===== config.mk =====
export PLATFORM = sky130hd
export DESIGN_NAME = outer_product_accumulator
export DESIGN_NICKNAME = d
export VERILOG_FILES = /design/src/rtl/outer_product_accumulator.sv
export SDC_FILE = /design/constraint.sdc
export NUM_CORES = 1
export LEC_CHECK = 0
export ABC_AREA = 0
export CORE_MARGIN = 2
export CORE_UTILIZATION = 65
export CTS_CLUSTER_DIAMETER = 30
export DETAILED_ROUTE_END_ITERATION = 16
export DONT_BUFFER_PORTS = 1
export PLACE_DENSITY = 0.92
export SLEW_MARGIN = 20
export SYNTH_ARGS = -nofsm -noshare
export SYNTH_HDL_FRONTEND = slang
export SYNTH_SLANG_ARGS = --single-unit

===== constraint.sdc =====
create_clock -name clk -period 6.6 [get_ports clk]
set_input_delay 0.66 -clock clk [delete_from_list [all_inputs] [get_ports clk]]
set_output_delay 0.66 -clock clk [all_outputs]
set_load 0.01 [all_outputs]

===== src/rtl/outer_product_accumulator.sv =====
// ---------------------------------------------------------------------------
// outer_product_accumulator
//
// Consumes the 3x3 operand memory bank and computes C = W*X as a sum of three
// outer products. On a rising edge of the bank's start flag it steps through
// unload1/unload2/unload3, one cycle each. In step k the bank presents column
// k of W (w1..w3) and row k of X (x1..x3), and every C[i][j] accumulates
// w(i+1)*x(j+1). The finished result is held on c_out with valid high until
// the next run or reset.
//
// Ports
//   clk            system clock, rising edge
//   clear          asynchronous active-high reset
//   start          bank operands-loaded flag (level; only its rising edge counts)
//   w1..w3         W[0][k], W[1][k], W[2][k] for the current step k
//   x1..x3         X[k][0], X[k][1], X[k][2] for the current step k
//   unload1..3     one-hot step select back to the bank
//   busy           high while stepping
//   done           one-cycle pulse when the result completes
//   valid          c_out holds a complete, stable result
//   c_out          C[i][j] at c_out[(3*i+j)*ACC_W +: ACC_W]
//
// State | meaning
//   IDLE | waiting for a start edge
//   U1   | step 0 operands selected, accumulate on exit
//   U2   | step 1 operands selected, accumulate on exit
//   U3   | step 2 operands selected, accumulate on exit
//   DONE | result complete (one cycle), may relaunch directly
// ---------------------------------------------------------------------------
module outer_product_accumulator #(
  parameter int DATA_W = 4,
  parameter int ACC_W  = 10
) (
  input  logic                 clk,
  input  logic                 clear,
  input  logic                 start,
  input  logic [DATA_W-1:0]    w1,
  input  logic [DATA_W-1:0]    w2,
  input  logic [DATA_W-1:0]    w3,
  input  logic [DATA_W-1:0]    x1,
  input  logic [DATA_W-1:0]    x2,
  input  logic [DATA_W-1:0]    x3,
  output logic                 unload1,
  output logic                 unload2,
  output logic                 unload3,
  output logic                 busy,
  output logic                 done,
  output logic                 valid,
  output logic [9*ACC_W-1:0]   c_out
);

  typedef enum logic [2:0] {
    S_IDLE,
    S_U1,
    S_U2,
    S_U3,
    S_DONE
  } state_t;

  state_t            state_q, state_d;
  logic              start_prev_q;
  logic              unload1_q, unload2_q, unload3_q;
  logic              busy_q, done_q;
  logic              valid_q, valid_d;
  logic [ACC_W-1:0]  acc_q [9];
  logic [ACC_W-1:0]  acc_d [9];
  logic [DATA_W-1:0] w_vec [3];
  logic [DATA_W-1:0] x_vec [3];
  logic              trig;
  logic              launch;
  logic              step_en;

  assign w_vec[0] = w1;
  assign w_vec[1] = w2;
  assign w_vec[2] = w3;
  assign x_vec[0] = x1;
  assign x_vec[1] = x2;
  assign x_vec[2] = x3;

  always_comb begin
    trig    = start & ~start_prev_q;
    // Edges arriving mid-run are dropped, not queued.
    launch  = trig & ((state_q == S_IDLE) || (state_q == S_DONE));
    step_en = (state_q == S_U1) || (state_q == S_U2) || (state_q == S_U3);

    state_d = state_q;
    case (state_q)
      S_IDLE:  if (launch) state_d = S_U1;
      S_U1:    state_d = S_U2;
      S_U2:    state_d = S_U3;
      S_U3:    state_d = S_DONE;
      S_DONE:  state_d = launch ? S_U1 : S_IDLE;
      default: state_d = S_IDLE;
    endcase

    for (int k = 0; k < 9; k++) acc_d[k] = acc_q[k];
    if (launch) begin
      for (int k = 0; k < 9; k++) acc_d[k] = '0;
    end else if (step_en) begin
      // Operands are widened before the multiply so the product keeps all bits.
      for (int i = 0; i < 3; i++) begin
        for (int j = 0; j < 3; j++) begin
          acc_d[3*i+j] = acc_q[3*i+j] + (ACC_W'(w_vec[i]) * ACC_W'(x_vec[j]));
        end
      end
    end

    valid_d = valid_q;
    if (launch)                  valid_d = 1'b0;
    else if (state_d == S_DONE)  valid_d = 1'b1;
  end

  // Outputs are decoded from the next state so they line up with the state
  // they describe rather than lagging it by a cycle.
  always_ff @(posedge clk or posedge clear) begin
    if (clear) begin
      state_q      <= S_IDLE;
      start_prev_q <= 1'b0;
      unload1_q    <= 1'b0;
      unload2_q    <= 1'b0;
      unload3_q    <= 1'b0;
      busy_q       <= 1'b0;
      done_q       <= 1'b0;
      valid_q      <= 1'b0;
      for (int k = 0; k < 9; k++) acc_q[k] <= '0;
    end else begin
      state_q      <= state_d;
      start_prev_q <= start;
      unload1_q    <= (state_d == S_U1);
      unload2_q    <= (state_d == S_U2);
      unload3_q    <= (state_d == S_U3);
      busy_q       <= (state_d == S_U1) || (state_d == S_U2) || (state_d == S_U3);
      done_q       <= (state_d == S_DONE);
      valid_q      <= valid_d;
      for (int k = 0; k < 9; k++) acc_q[k] <= acc_d[k];
    end
  end

  assign unload1 = unload1_q;
  assign unload2 = unload2_q;
  assign unload3 = unload3_q;
  assign busy    = busy_q;
  assign done    = done_q;
  assign valid   = valid_q;

  for (genvar k = 0; k < 9; k++) begin : g_cout
    assign c_out[k*ACC_W +: ACC_W] = acc_q[k];
  end

endmodule


==> results.py <==
metrics = {
    "min_path": {
        "hp-class": "input port to async pin",
    },
    "place": {
        "hpwl_mm": 18.4,
        "gp_congestion": 0.936,
        "portBuffers": 0,
    },
    "die": {
        "dieArea_mm2": 0.0169,
        "num_io_pins": 123,
        "core_mm2": 0.0157,
        "die_w_um": 130,
        "initial_core_util_pct": 65.8,
        "row_count": 46,
        "die_h_um": 130,
    },
    "global_route": {
        "track_usage_pct": 30.8,
        "grt_pass1_vias": 8257,
        "grt_pass1_wl_mm": 40.3,
        "grt_max_degree": 66,
        "grt.overflow.total": 0,
        "antenna_found_initial": 0,
    },
    "clock_tree": {
        "clk_latency_ns": 0.37,
        "numCtsBuffers": 9,
        "h-tree-depth": 3,
        "cts_hold_buffers": 0,
        "clk_path_buf_depth": 2,
        "cts_resized": 0,
        "cts_sinks": 100,
        "cts_root_buf": "clkbuf_16",
        "cts_setup_buffers": 0,
        "tritoncts": "built",
        "clk_pin_slew_worst_paths_ns": 0.07,
    },
    "cells_and_area": {
        "seqCellArea_mm2": 0.00250,
        "multi_input_area_mm2": 0.00694,
        "n_antenna_cell": 0,
        "fill_cells": 1077,
        "syn2layout_area_growth_pct": 4.56,
        "drive_above_1_share_pct": 2.59,
        "mostFrequentLayoutCells": "189 x inv_1, 162 x ha_1, 108 x and2_1, 100 x dfrtp_1, 81 x fa_1",
        "final_common_cell": "inv_1",
        "layout.nets": 1347,
    },
    "worst_setup_path": {
        "reg2reg_slack_ns": 3.78,
        "worstSetupStartpointType": "input port",
        "critPathMaxFanout": 12,
        "slowest_delay_ns": 0.51,
        "critical-path-slowest-cell": "fa_1",
        "cp_common_cell": "fa_1",
        "path_cells": "nand2_1 > fa_1 > fa_1 > fa_1 > inv_1 > ha_1 > a211oi_1 > o21bai_1 > a21oi_1 > xor2_1 > o21ai_0",
        "timing_worst_setup_path_type": "input port to flip-flop",
        "reg2reg_to": "c_out[39]",
        "cp.arrival_ns": 3.71,
        "path_delay_family": "adder cells",
        "critPathCaptureType": "flip-flop",
        "rr_startpoint": "c_out[35]",
        "reg2reg_depth": 9,
        "required_ns": 6.83,
        "path_buf_inv": 1,
    },
    "logic_synthesis": {
        "syn_area_per_cell_um2": 9.33,
        "syn-cell-area_mm2": 0.0103,
        "synth_cell_types": 37,
        "synthTopCellsByArea": "dfrtp_1 24%, ha_1 20%, fa_1 16%, inv_1 6.9%, and2_1 6.5%",
        "syn-num-nets": 1378,
        "syn-instance-count": 1108,
        "synth-seq-cells": 100,
        "yosysSeqAreaShare_pct": 24.2,
        "synth_top_area_cell": "dfrtp_1",
        "netlist.area_leader.share_pct": 24.2,
        "ys_warn_count": 0,
    },
    "outcome": {
        "status": "complete, no violations",
    },
    "power_and_ir_drop": {
        "p_sw_mw": 2.55,
        "intPower_mw": 2.62,
        "seqPwrFrac_pct": 26.3,
        "switching_share_pct": 49.3,
        "pwr-share-comb_pct": 61.3,
        "ir_drop_mv": 0.317,
        "pwr-share-clk_pct": 12.4,
        "p_total_mw": 5.16,
        "leakagePower_nw": 5.61,
        "power_density_mw_per_mm2": 478,
    },
    "sta": {
        "hold_viol": 0,
        "rsz0062_at_grt": "no",
        "slew_headroom_pct": 24.2,
        "fin_crit_sh_pct": 52.7,
        "tightest_slew_ns": 1.13,
        "maxSlewViolCount": 0,
        "finalSetupViolCount": 0,
        "fmax_ghz": 0.287,
        "fin_worst_skew_ns": 0.00761,
        "setup_tns_ns": 0,
        "period_needed_ns": 3.48,
    },
    "detailed_routing": {
        "drt-initial-drc-count": 546,
        "drt-pass1-iter-count": 5,
        "vias_per_cell": 6.16,
        "ant_nets": 0,
        "vias": 7997,
        "post-route-drc-count": 0,
        "drt_wl_total_mm": 24.8,
        "avgRoutedWirePerCell_um": 19.1,
    },
    "run": {
        "cap_violations": 0,
    },
}
-- Yosys cell counts --
cell	number
or4b_4	1
nor2_1	29
and3b_1	2
a21o_1	17
a22o_1	27
fa_1	81
nand3_1	8
nor2_2	1
a211oi_1	32
nand2_1	52
ha_1	162
o31ai_1	4
o22ai_2	1
buf_2	5
o21ai_0	67
o21ai_1	10
nor3b_1	2
buf_6	3
or2_2	1
and2_1	108
nand2_2	1
inv_1	190
a31oi_1	9
a2111oi_0	2
xnor2_1	16
nand2b_1	10
dfrtp_1	100
o22ai_1	36
mux2i_1	1
o21bai_1	10
o211ai_1	15
buf_1	1
and3_1	6
clkbuf_1	36
clkinv_4	1
a21oi_1	32
xor2_1	29
-- logic make-up after synthesis --
kind of cell	Yosys count	synth area share, %
AOI/OAI and AO/OA	262	16.2
xor gates and xnor gates	45	3.81
adders and majority gates	243	35.3
buffers and inverters	236	8.89
DFF	100	24.2
muxes	1	0.0968
and+or+nand+nor	221	11.5
-- through the flow --
stage | cells | utilization (%) | cell area [um^2] | setup WS [ns] | hold WS (ns)
final | 1298 | 68.8 | 10800 | 3.12 | 0.167
after global routing | 1298 | 68.8 | 10800 | 2.90 | 0.209
after detailed placement | 1282 | 66.6 | 10500 | 2.73 | 0.545
after CTS | 1298 | 68.8 | 10800 | 3.13 | 0.184
after floorplan | 1108 | - | 10300 | 2.79 | 0.496
after global placement | 1282 | 66.6 | 10500 | 2.90 | 0.537
-- state kept, by name, summed over array words and instances (netlist names) --
register / count
c_out: 90
state_q: 3
busy: 1
done: 1
start_prev_q: 1
unload1: 1
unload2: 1
unload3: 1
valid: 1
-- final cells by class --
class / count / area share, %
clock buffers: 10 / 2.21
clock inverters: 6 / 1.03
inverters: 191 / 6.70
multi-input cells: 772 / 64.2
flip-flops and latches: 100 / 23.1
well taps: 216 / 2.50
repair buffers: 3 / 0.208
-- worst register-to-register path: cells and delay by family (launching register included) --
kind | cells | cell delay (ns)
compound gates | 5 | 1.31
fa+ha+maj | 2 | 0.86
flops | 1 | 0.41
buf+inv | 2 | 0.14
-- worst max path at each step --
| stage | startpoint | to | slack, ns | cells past startpoint |
|---|---|---|---|---|
| floorplan | w3[0] | c_out[67] | 2.79 | 12 |
| CTS | w3[0] | c_out[77] | 3.13 | 11 |
| detailed placement | w3[0] | c_out[87] | 2.73 | 11 |
| finish | w3[0] | c_out[77] | 3.12 | 11 |
| global route | w3[0] | c_out[77] | 2.90 | 11 |
| global placement | w3[0] | c_out[67] | 2.90 | 11 |
-- layer usage --
layer	routed length, um	GRT usage [%]	vias to the layer above
li1	-	-	3650
met1	9350	36.4	3861
met2	11700	51.3	392
met3	2590	10.0	94
met4	1160	14.1	0
met5	0	0	-
-- power groups by stage --
stage                     clock (mW)  sequential (mW)  combinational [mW]
after CTS                      0.642             1.36                3.14
final                          0.640             1.36                3.17
after detailed placement           0             1.37                3.10
after global placement             0             1.36                2.93
after floorplan                    0             1.24                2.51
after global routing           0.662             1.40                3.57
Power figures use the tool's default switching activity.
